**src/rtl/cpu_pkg.sv**
```systemverilog
// rtl/cpu_pkg.sv - shared CPU constants, LSU state encoding and request legality check.
package cpu_pkg;
    localparam int IW = 32;
    localparam int RW = 5;

    localparam logic [2:0] F3_B  = 3'd0;
    localparam logic [2:0] F3_H  = 3'd1;
    localparam logic [2:0] F3_W  = 3'd2;
    localparam logic [2:0] F3_BU = 3'd4;
    localparam logic [2:0] F3_HU = 3'd5;

    localparam logic [6:0] OP_LOAD   = 7'b0000011;
    localparam logic [6:0] OP_STORE  = 7'b0100011;
    localparam logic [6:0] OP_OPIMM  = 7'b0010011;
    localparam logic [6:0] OP_OP     = 7'b0110011;
    localparam logic [6:0] OP_BRANCH = 7'b1100011;

    typedef enum logic [1:0] {
        IDLE = 2'd0,
        REQ  = 2'd1,
        RESP = 2'd2
    } lsu_state_t;

    // Unsigned widths exist only for loads; halves and words must be naturally aligned.
    function automatic logic req_legal(input logic wr, input logic [2:0] f3, input logic [1:0] lo);
        logic ok;
        case (f3)
            F3_B:    ok = 1'b1;
            F3_BU:   ok = !wr;
            F3_H:    ok = !lo[0];
            F3_HU:   ok = !wr && !lo[0];
            F3_W:    ok = (lo == 2'b00);
            default: ok = 1'b0;
        endcase
        return ok;
    endfunction
endpackage

```
**src/rtl/cpu_lsu_align.sv**
```systemverilog
// rtl/cpu_lsu_align.sv - byte-enable/store-lane replication and load extraction/extension.
module cpu_lsu_align
    import cpu_pkg::*;
(
    input  logic [2:0]    funct3,
    input  logic [1:0]    addr_lo,
    input  logic [IW-1:0] wrdata,
    input  logic [IW-1:0] rddata,
    output logic [3:0]    byte_en,
    output logic [IW-1:0] wrdata_rep,
    output logic [IW-1:0] ld_data
);
    logic [IW-1:0] shifted;

    always_comb begin
        shifted    = rddata >> {addr_lo, 3'b000};
        byte_en    = 4'b1111;
        wrdata_rep = wrdata;
        case (funct3[1:0])
            2'b00: begin
                byte_en    = 4'b0001 << addr_lo;
                wrdata_rep = {4{wrdata[7:0]}};
            end
            2'b01: begin
                byte_en    = addr_lo[1] ? 4'b1100 : 4'b0011;
                wrdata_rep = {2{wrdata[15:0]}};
            end
            default: ;
        endcase
        case (funct3)
            F3_B:    ld_data = {{24{shifted[7]}}, shifted[7:0]};
            F3_H:    ld_data = {{16{shifted[15]}}, shifted[15:0]};
            F3_BU:   ld_data = {24'd0, shifted[7:0]};
            F3_HU:   ld_data = {16'd0, shifted[15:0]};
            default: ld_data = shifted;
        endcase
    end
endmodule

```
**src/rtl/cpu_lsu.sv**
```systemverilog
// rtl/cpu_lsu.sv - load/store unit: request capture, Avalon-style bus command, load write-back.
module cpu_lsu
    import cpu_pkg::*;
(
    input  logic          clk,
    input  logic          reset,
    input  logic          i_req_valid,
    output logic          o_req_ready,
    input  logic          i_req_wr,
    input  logic [2:0]    i_req_funct3,
    input  logic [IW-1:0] i_req_addr,
    input  logic [IW-1:0] i_req_wrdata,
    input  logic [RW-1:0] i_req_rd,
    output logic [IW-1:0] o_ldst_addr,
    output logic          o_ldst_rd,
    output logic          o_ldst_wr,
    output logic [IW-1:0] o_ldst_wrdata,
    output logic [3:0]    o_ldst_byte_en,
    input  logic [IW-1:0] i_ldst_rddata,
    input  logic          i_ldst_waitrequest,
    output logic          o_wb_valid,
    output logic [RW-1:0] o_wb_rd,
    output logic [IW-1:0] o_wb_data,
    output logic          o_exc
);
    lsu_state_t    state, state_nx;
    logic          wr_q;
    logic [2:0]    f3_q;
    logic [1:0]    lo_q;
    logic [RW-1:0] rd_q;

    logic          idle, fire, legal;
    logic [2:0]    al_f3;
    logic [1:0]    al_lo;
    logic [3:0]    al_be;
    logic [IW-1:0] al_wrdata, al_ld;

    assign idle        = (state == IDLE);
    assign o_req_ready = idle;
    assign fire        = idle && i_req_valid;
    assign legal       = req_legal(i_req_wr, i_req_funct3, i_req_addr[1:0]);

    // Store lanes are formed from the live request; extraction uses the latched fields.
    assign al_f3 = idle ? i_req_funct3    : f3_q;
    assign al_lo = idle ? i_req_addr[1:0] : lo_q;

    cpu_lsu_align u_align (
        .funct3     (al_f3),
        .addr_lo    (al_lo),
        .wrdata     (i_req_wrdata),
        .rddata     (i_ldst_rddata),
        .byte_en    (al_be),
        .wrdata_rep (al_wrdata),
        .ld_data    (al_ld)
    );

    always_ff @(posedge clk or negedge reset) begin
        if (!reset) state <= IDLE;
        else        state <= state_nx;
    end

    always_comb begin
        state_nx = state;
        case (state)
            IDLE:    if (fire && legal) state_nx = REQ;
            REQ:     if (!i_ldst_waitrequest) state_nx = wr_q ? IDLE : RESP;
            RESP:    state_nx = IDLE;
            default: state_nx = IDLE;
        endcase
    end

    always_ff @(posedge clk or negedge reset) begin
        if (!reset) begin
            wr_q           <= 1'b0;
            f3_q           <= 3'd0;
            lo_q           <= 2'd0;
            rd_q           <= '0;
            o_ldst_addr    <= '0;
            o_ldst_rd      <= 1'b0;
            o_ldst_wr      <= 1'b0;
            o_ldst_wrdata  <= '0;
            o_ldst_byte_en <= 4'd0;
            o_wb_valid     <= 1'b0;
            o_wb_rd        <= '0;
            o_wb_data      <= '0;
            o_exc          <= 1'b0;
        end else begin
            o_exc      <= 1'b0;
            o_wb_valid <= 1'b0;
            case (state)
                IDLE: if (fire) begin
                    wr_q <= i_req_wr;
                    f3_q <= i_req_funct3;
                    lo_q <= i_req_addr[1:0];
                    rd_q <= i_req_rd;
                    if (legal) begin
                        o_ldst_addr    <= {i_req_addr[IW-1:2], 2'b00};
                        o_ldst_byte_en <= al_be;
                        o_ldst_wrdata  <= al_wrdata;
                        o_ldst_rd      <= !i_req_wr;
                        o_ldst_wr      <= i_req_wr;
                    end else begin
                        o_exc <= 1'b1;
                    end
                end
                REQ: if (!i_ldst_waitrequest) begin
                    o_ldst_rd <= 1'b0;
                    o_ldst_wr <= 1'b0;
                end
                RESP: begin
                    o_wb_valid <= 1'b1;
                    o_wb_rd    <= rd_q;
                    o_wb_data  <= (rd_q == '0) ? '0 : al_ld;
                end
                default: ;
            endcase
        end
    end
endmodule

```
**config.mk**
```make
export PLATFORM = sky130hd
export DESIGN_NAME = cpu_lsu
export DESIGN_NICKNAME = d
export VERILOG_FILES = /design/src/rtl/cpu_pkg.sv /design/src/rtl/cpu_lsu_align.sv /design/src/rtl/cpu_lsu.sv
export SDC_FILE = /design/constraint.sdc
export NUM_CORES = 1
export LEC_CHECK = 0
export ABC_AREA = 0
export CAP_MARGIN = 20
export CORE_ASPECT_RATIO = 0.5
export CORE_MARGIN = 2
export CORE_UTILIZATION = 42
export CTS_BUF_LIST = sky130_fd_sc_hd__clkbuf_8
export CTS_CLUSTER_DIAMETER = 60
export CTS_CLUSTER_SIZE = 24
export DETAILED_ROUTE_END_ITERATION = 16
export GPL_ROUTABILITY_DRIVEN = 1
export PLACE_DENSITY = 0.87
export SYNTH_ARGS = -nofsm -noshare
export SYNTH_HDL_FRONTEND = slang
export SYNTH_SLANG_ARGS = --single-unit
```
**constraint.sdc**
```tcl
create_clock -name clk -period 1.9 [get_ports clk]
set_clock_uncertainty 0.1 [all_clocks]
set_input_delay 0.285 -clock clk [delete_from_list [all_inputs] [get_ports clk]]
set_output_delay 0.285 -clock clk [all_outputs]
set_load 0.005 [all_outputs]
```
Yosys cells after proc, flatten, opt, wreduce, memory -nomap -nowiden
Index checks and enable logic that the tools add are counted.
{"block": "totals", "out_inout_bits": 110, "ff_bits": 120, "wordCells": 69, "in_bits": 109}
{"block": "classes", "n_shift": 2, "eq_ne": 14, "reduce_logical": 16, "n_mux": 23}
{"operator": "one-hot mux 32 bit (4 select lines)", "n": 1}
{"operator": "one-hot mux 32 bit (2 select lines)", "n": 1}
{"operator": "two-way mux 32 bit", "n": 1}
{"operator": ">> shifter 32 x 5 -> 32 bit", "n": 1}
{"operator": "== test 3 bit (second input constant)", "n": 4}
{"operator": "two-way mux 1 bit", "n": 9}
{"operator": "two-way mux 2 bit", "n": 4}
{"operator": "one-hot mux 4 bit (2 select lines)", "n": 1}
{"operator": "== test 3 x 1 -> 1 bit (second input constant)", "n": 2}
{"operator": "logical NOT 2 bit", "n": 3}
{"operator": "logical NOT 3 bit", "n": 2}
{"operator": "!= test 2 x 1 -> 1 bit (second input constant)", "n": 3}
{"operator": "logical NOT 5 bit", "n": 1}
{"operator": "one-hot mux 1 bit (5 select lines)", "n": 1}
{"operator": "== test 2 x 1 -> 1 bit (second input constant)", "n": 2}
{"operator": "two-way mux 4 bit", "n": 1}
{"operator": "one-hot mux 1 bit (2 select lines)", "n": 2}
{"operator": "one-hot mux 2 bit (2 select lines)", "n": 1}
{"operator": "AND reduction 2 bit", "n": 2}
{"operator": "AND reduction 4 bit", "n": 1}
{"operator": "<< shifter 1 x 2 -> 4 bit (first input constant)", "n": 1}
{"operator": "== test 3 x 2 -> 1 bit (second input constant)", "n": 1}
{"operator": "logical AND 1 bit", "n": 3}
{"operator": "two-way mux 3 bit", "n": 1}
{"operator": "other kinds (5)", "n": 6}

Logic depth before layout (Yosys ltp)
Gate-level depths: netlist of the first run.
{"block": "depth", "ltp_word": 6, "depth_mapped": 10}

Cells and area by module
Synthesis of the first run repeated with hierarchy kept, for this count alone.
{"block": "unflattened", "hier_cells": 545, "hier_area_um2": 5876.9}
{"module": "cpu_lsu", "area_each_um2": 4604.4, "instances": 1, "cells_each": 354, "seq_area_each_um2": 3002.9}
{"module": "cpu_lsu_align", "area_each_um2": 1272.5, "instances": 1, "cells_each": 191, "seq_area_each_um2": 0.0}

Worst setup path after synthesis of the first run
No wires, ideal clock.
{"block": "synth_path", "kind": "register to register", "startpoint": "reg state[1]", "endpoint": "reg o_wb_data[16]", "setup_slack_ns": -0.151, "path_buffers": 2, "path_stages_with_launch": 8, "required_time_ns": 1.674, "t_arrival_ns": 1.826, "cell_sequence": "dfrtp_1 > buf_4 > o21a_4 > nor2_4 > mux2_4 > o211ai_4 > buf_4 > a21oi_2"}
{"block": "synth_via", "elab_chain_len": 5}
{"item": "start, declared", "line": "cpu_lsu.sv:26", "rtl": "lsu_state_t state, state_nx;"}
{"item": "start signal, assigned", "line": "cpu_lsu.sv:59", "rtl": "else state <= state_nx;"}
{"item": "logical NOT 2 bit", "line": "cpu_lsu.sv:38", "rtl": "assign idle = (state == IDLE);"}
{"item": "two-way mux 2 bit / two-way mux 3 bit (equally long branches)", "line": "cpu_lsu.sv:45, cpu_lsu.sv:44"}
{"item": ">> shifter 32 x 5 -> 32 bit (tied with other cells)", "line": "cpu_lsu_align.sv:16", "rtl": "shifted = rddata >> {addr_lo, 3'b000};"}
{"item": "one-hot mux 32 bit (4 select lines)", "line": "cpu_lsu_align.sv:30", "rtl": "case (funct3)"}
{"item": "two-way mux 32 bit", "line": "cpu_lsu.sv:113", "rtl": "o_wb_data <= (rd_q == '0) ? '0 : al_ld;"}
{"item": "end signal, assigned", "line": "cpu_lsu.sv:113"}
{"item": "end, declared", "line": "cpu_lsu.sv:23", "rtl": "output logic [IW-1:0] o_wb_data,"}
Parallel ways exist; a longest one is shown, timed or not.
A chain may end at the register's enable or synchronous reset.

Worst setup path after layout of the first run
{"block": "layout_path", "startpoint": "reg state[0]", "endpoint": "reg o_wb_data[31]"}
The elaborated chain is that of the path after synthesis.

==> key figures, run 1 <==
Route
  – Via density per instance: 6.22
  – Initial drt markers: 863
  – Drt drc: 0
  – Total detailed-routing wirelength: 29000 um
  – Number of nets with antenna violations after detailed routing: 0
  – Final routed wire length divided by cell count: 26.3 um
  – Number of search-and-repair iterations in the first detailed-routing pass: 7
  – Total number of vias: 6842

Die
  – I/O pins: 219
  – Placement row count: 31
  – Die extent in y: 89.8 um
  – Die boundary width: 176 um
  – Total core area: 0.0144 mm2
  – Full die area: 0.0158 mm2
  – Effective utilization at floorplan: 42.8%

Worst setup path
  – Cell type with the highest occurrence count on the critical path: buf_6
  – Crit. End Element: flip-flop
  – Critical setup path kind: reg2reg
  – Worst Path Arrival: 2.63 ns
  – CP max stage cell: dfrtp_2
  – Crit path required time: 2.17 ns
  – Biggest cell delay along the critical path: 0.44 ns
  – CP cell instances: buf_6 > buf_6 > nor3b_4 > buf_4 > buf_8 > o21ai_2 > nand3_2 > o211ai_4 > buf_12 > buf_16 > a21oi_2
  – Maximum fanout along the worst path: 16
  – Startpoint kind of the worst setup timing path: flip-flop

Cells and area
  – Synth-to-layout area growth: 78.4%
  – Net count, final: 999
  – Commonest cells after routing, fill and taps aside: 212 x clkdlybuf4s50_1, 118 x dfrtp_1, 78 x nand2_1, 47 x mux2_4, 39 x buf_4
  – Area taken by multi-input logic gates: 0.00363 mm2
  – Sequential Area: 0.00301 mm2
  – Most frequent standard cell in the layout excluding fill and tap cells: clkdlybuf4s50_1
  – Filler cell count: 772
  – Final core utilization: 76.4%
  – Number of antenna cells inserted: 0
  – Layout cell share with drive strength beyond 1: 35.4%

Timing
  – Shortest clock period the worst path allows after layout: 2.36 ns
  – Headroom to the max-slew limit: 65.0%
  – Setup repair after global routing missed its margin: yes
  – Total count of hold-check failures in the final report: 0
  – Number of slew-limit violations in the final report: 0
  – Setup WS post-layout: -0.458 ns
  – Period Utilization, post-route: 124%
  – Final count of negative-setup-slack endpoints: 111
  – Timing-limited maximum frequency: 0.424 GHz
  – Slew at the pin closest to its max-slew limit: 0.525 ns

Run status
  – Failing checks: setup timing
  – Outcome: finished with violations

GRT
  – Overflow left after global routing: 0
  – Wire length of the first global-routing pass: 38600 um
  – Total global-route track usage: 31.5%
  – Number of antenna violations at the first check in global routing: 0
  – Via count of the first global-routing pass: 6807
  – Maximum number of pins on one net before global-route repair: 47

Power
  – Total power divided by cell area: 1090 mW/mm2
  – Leakage: 4.94 nW
  – Power consumption: 12.1 mW
  – Highest ir drop seen on vdd: 0.517 mV

Logic synthesis
  – Synth Flop Type: dfrtp_1
  – Mean instance size in the synthesized netlist: 10.5 um2
  – Number of warnings issued by yosys: 0
  – Count of flip-flops with a built-in enable after synthesis: 0
  – Cells after synthesis: 591
  – Number of distinct library cell variants in the gate-level netlist after synthesis: 56
  – Number of flip-flops and latches in the synthesized netlist: 120
  – Share of async-settable or async-resettable flops after synthesis: 100%
  – Netlist area before placement: 0.00618 mm2
  – Sequential cell area fraction in the yosys report: 48.6%

Place
  – Number of port buffers: 216
  – Minimum setup slack after placement: -0.437 ns
  – Post-DP HPWL: 14100 um
  – Gp weighted congestion: 0.856

CTS
  – Root Driver: clkbuf_8
  – Num Clock Sinks: 120
  – Buffer depth of the longest clock path: 2
  – H-tree level count: 4
  – Clk pin slew, worst setup/hold paths: 0.08 ns
  – CTS Buf Count: 17
  – TritonCTS clock tree: done
  – Clock latency on the worst-skew pair: 0.45 ns

Job
  – Count of maximum capacitance violations: 0

Min path
  – Worst min-delay path class: in2async
-- path summary, 6_finish.rpt --
check	startpoint	to	slack, ns	cells after the start
max	state[0]$_DFFE_PN0P_	o_wb_data[31]$_DFFE_PN0P_	-0.46	11
min	reset	o_wb_data[5]$_DFFE_PN0P_	0.24	2
max reg2reg	state[0]$_DFFE_PN0P_	o_wb_data[31]$_DFFE_PN0P_	-0.46	11
min reg2reg	o_ldst_wrdata[24]$_DFFE_PN0P_	o_ldst_wrdata[24]$_DFFE_PN0P_	0.39	1
max in group asynchronous	reset	state[0]$_DFFE_PN0P_	0.78	3
min in group clk	i_req_addr[0]	lo_q[0]$_DFFE_PN0P_	0.28	2
-- Yosys cell counts, drive strengths merged (2+ instances only) --
library cell,n,area [um2]
and3,14,87.6
nor4b,2,17.5
a31oi,2,12.5
a22o,7,61.3
clkbuf,12,46.3
nor2,28,138
mux2,50,567
a221oi,8,70.1
and2,2,12.5
a21oi,45,263
dfrtp,120,3000
nand3b,2,15.0
nand2b,2,12.5
o21a,2,22.5
or2,2,12.5
nand3,18,95.1
buf,31,224
a211oi,11,133
inv,8,32.5
o211ai,11,101
o22ai,2,12.5
o21ai,55,294
nand2,97,372
a21o,17,128
mux2i,33,343
-- worst max-delay path: cells and delay by family (launching register included) --
kind / cells / cell delay [ns]
buffers and inverters: 6 / 0.92
AO/OA/AOI/OAI: 3 / 0.38
AND/OR/NAND/NOR: 2 / 0.44
flip-flops: 1 / 0.44
-- metal layers --
metal,wire (um),part of all wire (%),global-route usage (%)
met1,10500,36,36.8
met2,13200,45,51.7
met3,2980,10,8.16
met4,2370,8.2,20.5
met5,0,0,0
-- cell type report --
cell class,instances,share of cell area (%)
inverters,8,0.386
multi-input cells,423,32.9
repair buffers,320,33.3
clock inverters,13,1.62
clock buffers,18,2.25
flip-flops and latches,120,27.3
well taps,198,2.25
-- logic make-up after synthesis --
| family | after synthesis | synth area share, % |
|---|---|---|
| simple gates | 171 | 13.0 |
| compound gates | 165 | 18.7 |
| flops | 120 | 48.6 |
| mux | 83 | 14.7 |
| buf+inv | 51 | 4.90 |
| other cells | 1 | 0.0607 |
-- power breakdown --
part	switching, mW	internal, mW	total (mW)
clock network	1.18	1.45	2.63
registers	0.637	3.31	3.94
logic	2.30	3.18	5.48
-- state kept, by name (all words and copies together), names as in the netlist, 2 cells and up --
register,count
o_wb_data,32
o_wb_rd,5
f3_q,3
o_ldst_byte_en,4
o_ldst_wrdata,32
rd_q,5
o_ldst_addr,30
state,2
lo_q,2
-- metrics by stage --
stage / std cells / area [um2] / hold WS [ns] / setup TNS (ns)
final: 1100 / 11000 / 0.244 / -28.25
after global routing: 1100 / 11000 / 0.251 / -29.76
after CTS: 1082 / 10500 / 0.241 / -13.26
after detailed placement: 1014 / 9090 / 0.176 / -29.81
after global placement: 1014 / 9090 / 0.169 / -23.56
after floorplan: 592 / 6390 / -0.111 / -3.21
-- repair_timing --
action / 4_1_cts / 5_1_grt
setup endpoints to repair: 95 / 109
pin swaps: 23 / 23
gates resized for setup: 107 / 106
hold endpoints to repair: 31 / 0
hold buffers: 1 / 0
buffers inserted: 20 / 19
cloned: 17 / 4
No activity file was read; power rests on OpenSTA's default activity.
==> run 2: changes to the inputs <==
Settings changed: CTS_CLUSTER_DIAMETER 60 to 50.
==> results of run 2 <==
Same layout as run 1: the final DEF is identical, and so are final timing and power.
==> run 3: changes to the inputs <==
Settings changed: CORE_MARGIN 2 to not set, RECOVER_POWER set to 25.
==> key figures, run 3 (same netlist as run 1, synthesis figures left out) <==
Run status
  – Outcome: finished with violations
  – Failing checks: setup timing

CTS
  – Clk pin slew, worst setup/hold paths: 0.09 ns
  – TritonCTS clock tree: done
  – H-tree level count: 4
  – CTS Buf Count: 17
  – Num Clock Sinks: 120
  – Root Driver: clkbuf_8
  – Clock latency on the worst-skew pair: 0.46 ns
  – Buffer depth of the longest clock path: 2

Cells and area
  – Layout cell share with drive strength beyond 1: 35.8%
  – Filler cell count: 709
  – Most frequent standard cell in the layout excluding fill and tap cells: clkdlybuf4s50_1
  – Top flop regs: o_ldst_wrdata: 32 flops, o_wb_data: 32 flops, o_ldst_addr: 30 flops
  – Final core utilization: 79.3%
  – Commonest cells after routing, fill and taps aside: 214 x clkdlybuf4s50_1, 119 x dfrtp_1, 79 x nand2_1, 47 x mux2_4, 40 x buf_4
  – Synth-to-layout area growth: 79.1%
  – Net count, final: 995
  – Final standard cell count with taps included and fillers excluded: 1092

Route
  – Total detailed-routing wirelength: 29900 um
  – Total number of vias: 6938
  – Drt drc: 0
  – Via density per instance: 6.35
  – Number of nets with antenna violations after detailed routing: 0
  – Number of search-and-repair iterations in the first detailed-routing pass: 7
  – Final routed wire length divided by cell count: 27.4 um
  – Initial drt markers: 804

Timing
  – Total count of hold-check failures in the final report: 0
  – Period Utilization, post-route: 133%
  – Timing-limited maximum frequency: 0.396 GHz
  – Setup repair after global routing missed its margin: yes
  – Slew at the pin closest to its max-slew limit: 0.861 ns
  – Number of slew-limit violations in the final report: 0
  – Sum Neg Setup Slack: -20.64 ns
  – Shortest clock period the worst path allows after layout: 2.53 ns
  – Setup WS post-layout: -0.627 ns
  – Headroom to the max-slew limit: 42.6%
  – Final count of negative-setup-slack endpoints: 110

Power
  – Clock network fraction of design power: 21.2%
  – Sequential share of power: 32.8%
  – Leakage: 4.88 nW
  – Power consumption: 12.1 mW
  – Total power divided by cell area: 1100 mW/mm2
  – Psw: 4.41 mW
  – Combinational fraction of design power: 46.1%
  – Net switching share of the total power: 36.3%
  – Highest ir drop seen on vdd: 0.526 mV
  – P_int: 7.74 mW

Place
  – Post-DP HPWL: 14300 um
  – Gp weighted congestion: 0.912
  – Minimum setup slack after placement: -0.426 ns
  – Placed insts: 1015
  – Number of port buffers: 216

GRT
  – Number of antenna violations at the first check in global routing: 1
  – Maximum number of pins on one net before global-route repair: 63
  – Wire length of the first global-routing pass: 38500 um
  – Overflow left after global routing: 0
  – Via count of the first global-routing pass: 6797
  – Total global-route track usage: 33.0%

Die
  – Placement row count: 30
  – I/O pins: 219
  – Effective utilization at floorplan: 44.3%
  – Full die area: 0.0152 mm2
  – Die extent in y: 87.8 um
  – Die boundary width: 174 um
  – Total core area: 0.0140 mm2

Worst setup path
  – Register-to-register setup slack: -0.63 ns
  – Maximum fanout along the worst path: 8
  – Crit. End Element: flip-flop
  – Worst Path Arrival: 2.78 ns
  – Crit path required time: 2.15 ns
  – Cells on worst reg2reg path: 9
  – Critical setup path kind: reg2reg
  – Startpoint kind of the worst setup timing path: flip-flop
  – R2R Path Start: state[1]$_DFFE_PN0P_
  – Critical register-to-register path endpoint: o_wb_data[0]$_DFFE_PN0P_

Min path
  – Hold Path Sink: o_ldst_addr[13]$_DFFE_PN0P_
  – Worst Hold Launch: i_req_addr[13]
  – Count of cells along the worst hold path: 2
  – Worst min-delay path class: in2reg

Job
  – Count of maximum capacitance violations: 0
run 3: repair_timing:
action,4_1_cts,5_1_grt
setup endpoints to repair,95,109
buffers inserted,23,11
gates cloned,11,4
hold buffers,1,0
hold endpoints to repair,120,0
pin swaps,26,43
gates resized for setup,113,138
run 3: how the worst max path moves through the flow:
| stage | start | end | slack (ns) | cells past startpoint |
|---|---|---|---|---|
| after floorplan | state[1]$_DFFE_PN0P_ | o_wb_data[16]$_DFFE_PN0P_ | -0.14 | 7 |
| after global placement | i_req_addr[0] | o_ldst_addr[5]$_DFFE_PN0P_ | -0.35 | 6 |
| after detailed placement | i_req_addr[0] | o_ldst_addr[26]$_DFFE_PN0P_ | -0.43 | 6 |
| after CTS | state[0]$_DFFE_PN0P_ | o_wb_data[13]$_DFFE_PN0P_ | -0.24 | 9 |
| after global routing | state[1]$_DFFE_PN0P_ | o_wb_data[0]$_DFFE_PN0P_ | -0.64 | 9 |
| final | state[1]$_DFFE_PN0P_ | o_wb_data[0]$_DFFE_PN0P_ | -0.63 | 9 |
run 3: per-stage QoR:
| stage | hold slack (ns) | instance area (um2) |
|---|---|---|
| floorplan | -0.111 | 6390 |
| global placement | 0.0601 | 9140 |
| detailed placement | 0.0660 | 9140 |
| CTS | 0.138 | 10500 |
| global route | 0.327 | 11100 |
| finish | 0.335 | 11100 |
run 3: area by class of cell:
type / count / area (um2) / area share, %
sequential: 120 / 3000 / 27.1
antenna: 1 / 2.50 / 0.0226
clock buffer: 18 / 248 / 2.24
multi-input combinational: 422 / 3810 / 34.4
tap: 192 / 240 / 2.17
inverter: 8 / 42.5 / 0.384
timing repair buffer: 317 / 3560 / 32.1
clock inverter: 14 / 165 / 1.49
run 3: critical path, stage by stage (launching register included):
cell,delay [ns]
dfrtp_1,0.42
buf_6,0.15
buf_12,0.13
o21a_4,0.21
nor2_4,0.15
buf_6,0.15
buf_12,0.17
mux2i_1,0.54
a21oi_2,0.15
a22o_1,0.21
run 3: routing by layer:
metal  track usage, %  wire length (um)  up-vias
met1             39.1             10900     3371
met2             57.3             13500      612
met3             7.25              2910      239
met5                0                 0        -
li1                 -                 -     2716
met4             18.4              2560        0
run 3: power groups by stage:
| stage | Combinational, mW | Clock [mW] | Sequential (mW) |
|---|---|---|---|
| 2_1_floorplan | 1.75 | 0 | 3.80 |
| 3_3_place_gp | 4.05 | 0 | 3.79 |
| 3_5_place_dp | 4.19 | 0 | 3.82 |
| 4_1_cts | 4.77 | 2.48 | 3.80 |
| 5_1_grt | 5.81 | 2.68 | 4.02 |
| 6_report | 5.59 | 2.57 | 3.98 |
